[config.mk]
export PLATFORM = sky130hd
export DESIGN_NAME = inst_fetch_ctrl
export DESIGN_NICKNAME = d
export VERILOG_FILES = /design/src/rtl/inst_fetch_ctrl.sv
export SDC_FILE = /design/constraint.sdc
export NUM_CORES = 1
export LEC_CHECK = 0
export ABC_AREA = 0
export ABC_CLOCK_PERIOD_IN_PS = 16800
export BUFFER_PORTS_ARGS = -buffer_cell sky130_fd_sc_hd__buf_2
export CELL_PAD_IN_SITES_DETAIL_PLACEMENT = 0
export CELL_PAD_IN_SITES_GLOBAL_PLACEMENT = 2
export CORE_ASPECT_RATIO = 0.75
export CORE_MARGIN = 8
export CORE_UTILIZATION = 45
export CTS_BUF_LIST = sky130_fd_sc_hd__clkbuf_8
export DETAILED_ROUTE_END_ITERATION = 6
export PLACE_DENSITY = 0.95
export SLEW_MARGIN = 20
export SYNTH_ARGS = -nofsm -noshare
export SYNTH_HDL_FRONTEND = slang
export SYNTH_SLANG_ARGS = --single-unit
[constraint.sdc]
create_clock -name clk -period 16.8 [get_ports clk]
set_input_delay 1.68 -clock clk [delete_from_list [all_inputs] [get_ports clk]]
set_output_delay 1.68 -clock clk [all_outputs]
set_load 0.1 [all_outputs]
[src/rtl/inst_fetch_ctrl.sv]
// inst_fetch_ctrl: single-outstanding I-cache fetch with {pc, inst, exc} buffer toward decode; ports: clk/rst, pc_* from PC reg, stall_o back, flush_i, icache_* request/response, ib_* buffer head to decode
module inst_fetch_ctrl #(
  parameter int ADDR_W = 32,
  parameter int FIFO_DEPTH = 4,
  parameter logic [ADDR_W-1:0] NOP_INST = 32'h03400000
) (
  input  logic              clk,
  input  logic              rst,
  input  logic [ADDR_W-1:0] pc_i,
  input  logic              pc_valid_i,
  input  logic [1:0]        pc_exc_i,
  output logic              stall_o,
  input  logic              flush_i,
  output logic              icache_req_o,
  output logic [ADDR_W-1:0] icache_addr_o,
  input  logic              icache_ready_i,
  input  logic              icache_rvalid_i,
  input  logic [ADDR_W-1:0] icache_rdata_i,
  output logic              ib_valid_o,
  output logic [ADDR_W-1:0] ib_pc_o,
  output logic [ADDR_W-1:0] ib_inst_o,
  output logic [1:0]        ib_exc_o,
  input  logic              ib_ready_i
);
  localparam int PW = $clog2(FIFO_DEPTH);
  typedef enum logic [1:0] {IDLE, WAIT, DROP} state_t;
  state_t state_q, state_d;
  logic [ADDR_W-1:0] pc_mem [FIFO_DEPTH];
  logic [ADDR_W-1:0] inst_mem [FIFO_DEPTH];
  logic [1:0] exc_mem [FIFO_DEPTH];
  logic [PW-1:0] rd_ptr_q, wr_ptr_q;
  logic [PW:0] count_q;
  logic [ADDR_W-1:0] req_pc_q, push_pc, push_inst;
  logic [1:0] push_exc;
  logic full, fetch_ok, req, stall, push, pop;
  always_comb begin
    full = count_q == (PW+1)'(FIFO_DEPTH);
    fetch_ok = pc_valid_i & ~flush_i & ~full;
    req = 1'b0;
    stall = pc_valid_i & ~flush_i;
    push = 1'b0;
    push_pc = req_pc_q;
    push_inst = icache_rdata_i;
    push_exc = 2'b00;
    state_d = state_q;
    case (state_q)
      IDLE: begin
        req = fetch_ok & ~|pc_exc_i;
        stall = (req & ~icache_ready_i) | (pc_valid_i & ~flush_i & full);
        push = fetch_ok & |pc_exc_i;
        push_pc = pc_i;
        push_inst = NOP_INST;
        push_exc = pc_exc_i;
        state_d = req & icache_ready_i ? WAIT : IDLE;
      end
      WAIT: begin
        push = icache_rvalid_i & ~flush_i;
        state_d = icache_rvalid_i ? IDLE : flush_i ? DROP : WAIT;
      end
      DROP: state_d = icache_rvalid_i ? IDLE : DROP;
      default: state_d = IDLE;
    endcase
    pop = (count_q != '0) & ib_ready_i;
  end
  always_ff @(posedge clk) begin
    if (rst) begin
      state_q <= IDLE;
      count_q <= '0;
      rd_ptr_q <= '0;
      wr_ptr_q <= '0;
      req_pc_q <= '0;
    end else begin
      state_q <= state_d;
      if (req & icache_ready_i) req_pc_q <= pc_i;
      if (flush_i) begin
        count_q <= '0;
        rd_ptr_q <= wr_ptr_q;
      end else begin
        if (push) wr_ptr_q <= wr_ptr_q + 1'b1;
        if (pop) rd_ptr_q <= rd_ptr_q + 1'b1;
        count_q <= count_q + (PW+1)'(push) - (PW+1)'(pop);
      end
    end
  end
  always_ff @(posedge clk) begin
    if (!rst && !flush_i && push) begin
      pc_mem[wr_ptr_q] <= push_pc;
      inst_mem[wr_ptr_q] <= push_inst;
      exc_mem[wr_ptr_q] <= push_exc;
    end
  end
  assign stall_o = ~rst & stall;
  assign icache_req_o = ~rst & req;
  assign icache_addr_o = (~rst & req) ? pc_i : '0;
  assign ib_valid_o = ~rst & (count_q != '0);
  assign ib_pc_o = rst ? '0 : pc_mem[rd_ptr_q];
  assign ib_inst_o = rst ? '0 : inst_mem[rd_ptr_q];
  assign ib_exc_o = rst ? '0 : exc_mem[rd_ptr_q];
endmodule

# [Yosys cells after proc, flatten, opt, wreduce, memory -nomap -nowiden]
# Memory sizes are Yosys's and may differ from the RTL's. A register that Yosys moved wholly into a read port is not among the register bits.
# Cells that the tools add are included.
[word_totals] register_bits=41 ram_bits=264 in_bits=73 elab_cells=69 n_memories=3
[memory_table] memory="inst_mem" words=4 width=32 rd=1 rd_clocked_by_memory_dff=1 write_ports=1 line="29" text="logic [ADDR_W-1:0] inst_mem [FIFO_DEPTH];"
[memory_table] memory="pc_mem" words=4 width=32 rd=1 rd_clocked_by_memory_dff=1 write_ports=1 line="28" text="logic [ADDR_W-1:0] pc_mem [FIFO_DEPTH];"
[memory_table] memory="exc_mem" words=4 width=2 rd=1 rd_clocked_by_memory_dff=1 write_ports=1 line="30" text="logic [1:0] exc_mem [FIFO_DEPTH];"
[classes] addsub=4 n_eq_ne=3 n_mux=25 bitwise_logic=18 reduce_logical=11
[ops] operator="$mux W32" n=5
[ops] operator="$mux W2" n=13
[ops] operator="$and A1 B1 Y1" n=13
[ops] operator="$pmux W2 S3" n=1
[ops] operator="$mux W1" n=5
[ops] operator="$add A2 B1 Y2 const B" n=2
[ops] operator="$not A1 Y1" n=4
[ops] operator="$reduce_or A2 Y1" n=2
[ops] operator="$add A3 B1 Y3" n=1
[ops] operator="$eq A3 B3 Y1 const B" n=1
[ops] operator="$logic_not A1 Y1" n=3
[ops] operator="$reduce_bool A3 Y1" n=1
[ops] operator="$sub A3 B1 Y3" n=1
[ops] operator="$eq A2 B1 Y1 const B" n=1
[ops] operator="$eq A2 B2 Y1 const B" n=1
[ops] operator="$logic_and A1 B1 Y1" n=2
[ops] operator="$logic_not A2 Y1" n=1
[ops] operator="$pmux W1 S2" n=1
[ops] operator="$reduce_and A2 Y1" n=1
[ops] operator="$reduce_bool A2 Y1" n=1
[ops] operator="$or A1 B1 Y1" n=1

# [Longest topological paths before layout]
[logic_depth] word_depth=8 depth_mapped=10 mapped_depth_nobuf=9

# [Least setup slack after synthesis]
# Ideal clock, no wire load.
[synth_timing] path_kind="input -> register" from="in flush_i" to="mem exc_mem[0][0], enable pin" setup_ns=0.585 arrival_ns=7.395 t_required_ns=16.215 setup_slack_ns=8.820 stages=3 path_cell_list="or4b_4 o31a_1 nor3b_1"
[synth_via] elab_chain_cells=8
[synth_rtl] item="start: declaration" line="13" text="input logic flush_i,"
[synth_rtl] item="$not A1 Y1" line="38, 57"
[synth_rtl] item="$and A1 B1 Y1 (2 in series)" line="38" text="fetch_ok = pc_valid_i & ~flush_i & ~full;"
[synth_rtl] item="$and A1 B1 Y1" line="50" text="push = fetch_ok & |pc_exc_i;"
[synth_rtl] item="$pmux W1 S2" line="46" text="case (state_q)"
[synth_rtl] item="$logic_and A1 B1 Y1 *" line="86" text="if (!rst && !flush_i && push) begin"
[synth_rtl] item="$mux W1 *" line="86"
[synth_rtl] item="$mux W1 (not written as such) *" line="89" text="exc_mem[wr_ptr_q] <= push_exc;"
[synth_rtl] item="end: declaration" line="30"
# Every way passes the cells marked *; elsewhere a longest branch is shown, timed or not.

# [Worst setup path in the final report]
[layout_timing] from="in flush_i" to="out icache_addr_o[24]"
[layout_via] elab_chain_cells=7
[layout_rtl] item="$not A1 Y1" line="38"
[layout_rtl] item="$and A1 B1 Y1 (2 in series)" line="38"
[layout_rtl] item="$and A1 B1 Y1" line="48" text="req = fetch_ok & ~|pc_exc_i;"
[layout_rtl] item="$mux W1" line="46"
[layout_rtl] item="$and A1 B1 Y1" line="94" text="assign icache_addr_o = (~rst & req) ? pc_i : '0;"
[layout_rtl] item="$mux W32" line="94"
[layout_rtl] item="end: declaration" line="15" text="output logic [ADDR_W-1:0] icache_addr_o,"
# No other way between the ends.

==> flow_metrics.tcl <==
set metrics [dict create \
    status "complete, no violations" \
    start_kind "primary input" \
    yosysTopAreaCellShare_pct 61.4 \
    clock_sinks 307 \
    ys.flop_type "edfxtp_1" \
    period_minus_slack_ns 5.23 \
    worstPathMaxFanout 33 \
    critPathCaptureType "output pin" \
    setup_violations 0 \
    cts_resized 0 \
    via_per_inst 5.09 \
    grt_util_all_layers_pct 15.7 \
    cts_buffer_depth 3 \
    fin_tns_setup_ns 0 \
    drtAntennaViolNets 0 \
    initial_utilization_pct 45.9 \
    p_per_area_nw_per_um2 107 \
    num_vias 6906 \
    yosysTopAreaCell "edfxtp_1" \
    ys_ff_latch 307 \
    clk_pin_slew_ns 0.06 \
    core_region_area_sq_um 28100 \
    yosys.cell_types.count 45 \
    fin_skew_ns 0.0295 \
    cts_hold_buf 0 \
    place_congestion 0.675 \
    ios 174 \
    fp.dieArea_sq_um 34400 \
    synth.area.top_cells "edfxtp_1, mux4_2, dfxtp_1, nor2b_1, nand2b_1" \
    rows 53 \
    yosys-top-cells-count "edfxtp_1, nor2b_1, mux4_2, nand2b_1, dfxtp_1" \
    io_buffers 173 \
    cp_data_arrival_time_ns 3.55 \
    die_h_microns 163 \
    hpwl_microns 15800 \
    path_class "primary input to output pin" \
    relSlewSlack_pct 29.2 \
    syn_area_per_cell_sq_um 17.3 \
    synth.most_common_cell "edfxtp_1" \
    finalMaxSlewViolations 0 \
    finalCritPeriodShare_pct 31.1 \
    avgRoutedWirePerCell_microns 19.9 \
    drc 0 \
    cp.required_ns 15.12 \
    htreeDepth 2 \
    dp.cells 1271 \
    grt-ovfl-total 0 \
    syn_nets 825 \
    rsz0062_at_grt "no" \
    ctsRootBufferMaster "clkbuf_8" \
    ys_seq_area_share_pct 68.1 \
    antenna_found_initial 1 \
    placed_area_sq_um 14200 \
    cts-buffers-inserted 48 \
    die_w_microns 212 \
    hp-class "flop to flop" \
    ir_worst_vdd_v 0.0000563 \
    fin_area_sq_um 15000 \
    final_cells 1357 \
    syn_inst 745 \
    utilization_pct 53.5 \
    grt_max_degree 91 \
    tightest_slew_ns 1.06 \
    drive_above_1_share_pct 36.9 \
    cts_tree "done" \
    drv_cap 0 \
    fmaxAchievable_mhz 191 \
    async_flop_share_pct 0 \
    nNetsFinal 1016 \
    cts_setup_buffers 0 \
    drtPass1Iterations 4 \
    grt_pass1_wl_microns 42300 \
    hold_viol_final 0 \
    synth_edf_count 264 \
    drt_iter0_markers 295 \
    mappedNetlistArea_sq_um 12900 \
    syn_to_final_growth_pct 16.6 \
    yosysWarnings 0 \
    grt_pass1_vias 7445 \
    leakage_uw 0.00530 \
    wl_microns 27000 \
    clock_latency_ns 0.58 \
]
==> sequential cells by signal, summed over array words and instances, names as in the netlist, named ones only <==
name / flops
inst_mem: 128
pc_mem: 128
req_pc_q: 32
exc_mem: 8
count_q: 3
rd_ptr_q: 2
state_q: 2
wr_ptr_q: 2
==> cell families (layout without fill, tap and decap cells) <==
group,Yosys count,after routing,share of synthesized area [%]
multiplexers,131,131,16.9
AO/OA/AOI/OAI,12,12,0.679
adder cells (fa/ha/maj),7,7,0.737
flip-flops,307,307,68.1
AND/OR/NAND/NOR,233,233,11.6
XOR/XNOR,3,3,0.204
other,0,1,0
buffers and inverters,52,278,1.82
==> worst paths after layout <==
| kind | start | end | slack (ns) | cells past startpoint |
|---|---|---|---|---|
| worst max-delay path | flush_i | icache_addr_o[24] | 11.57 | 6 |
| worst min-delay path | req_pc_q[26] | req_pc_q[26] | 0.47 | 2 |
| worst max register to register | state_q[0] | count_q[2] | 13.97 | 9 |
| worst min register to register | req_pc_q[26] | req_pc_q[26] | 0.47 | 2 |
==> metal layers <==
| layer | global-route usage [%] | share of wire, % | up-vias |
|---|---|---|---|
| li1 | - | - | 3201 |
| met1 | 20.8 | 45 | 3476 |
| met2 | 25.8 | 48 | 189 |
| met3 | 3.71 | 5.7 | 40 |
| met4 | 4.45 | 1.5 | 0 |
| met5 | 0 | 0 | - |
==> worst max-delay path: stages <==
cell    delay [ns]
buf_2         0.18
or4b_4        0.60
nor4_4        0.14
buf_4         0.33
and2_1        0.17
buf_2         0.42
==> cell type report <==
type / count / area, sq um
diodes: 1 / 2.50
clock buffers: 53 / 729
clock inverters: 32 / 133
fillers: 2316 / 13100
inverters: 7 / 26.3
multi-input cells: 386 / 3910
flip-flops and latches: 307 / 8800
well taps: 385 / 482
repair buffers: 186 / 966
==> stage by stage <==
stage | worst slack [ns] | hold WS (ns) | power (uW)
after floorplan | 8.82 | 0.446 | 1020
after global placement | 11.57 | 0.456 | 1060
after detailed placement | 11.55 | 0.462 | 1060
after CTS | 11.54 | 0.470 | 1630
after global routing | 11.42 | 0.477 | 1670
final | 11.57 | 0.466 | 1600
==> where the power goes <==
part           total, uW  leakage, uW  switching (uW)  internal (uW)
logic                194      0.00203             137           56.7
clock network        564     0.000513             276            288
registers            845      0.00276            10.7            834
total               1600      0.00530             424           1180
==> cell usage in the layout, fill, tap and decap left out, drive strengths merged, types with 2 or more instances in the layout <==
cell type,synthesis,final
a211oi,2,2
and2,34,34
buf,16,186
clkbuf,29,53
clkinv,0,10
clkinvlp,0,2
dfxtp,43,43
edfxtp,264,264
ha,6,6
inv,7,27
mux2,32,32
mux2i,33,33
mux4,66,66
nand2b,66,66
nand3,2,2
nand4,3,3
nor2,5,5
nor2b,98,98
nor3,2,2
nor3b,8,8
nor4b,3,3
o211ai,2,2
or2,4,4
xnor2,2,2
Power figures use the tool's default switching activity.
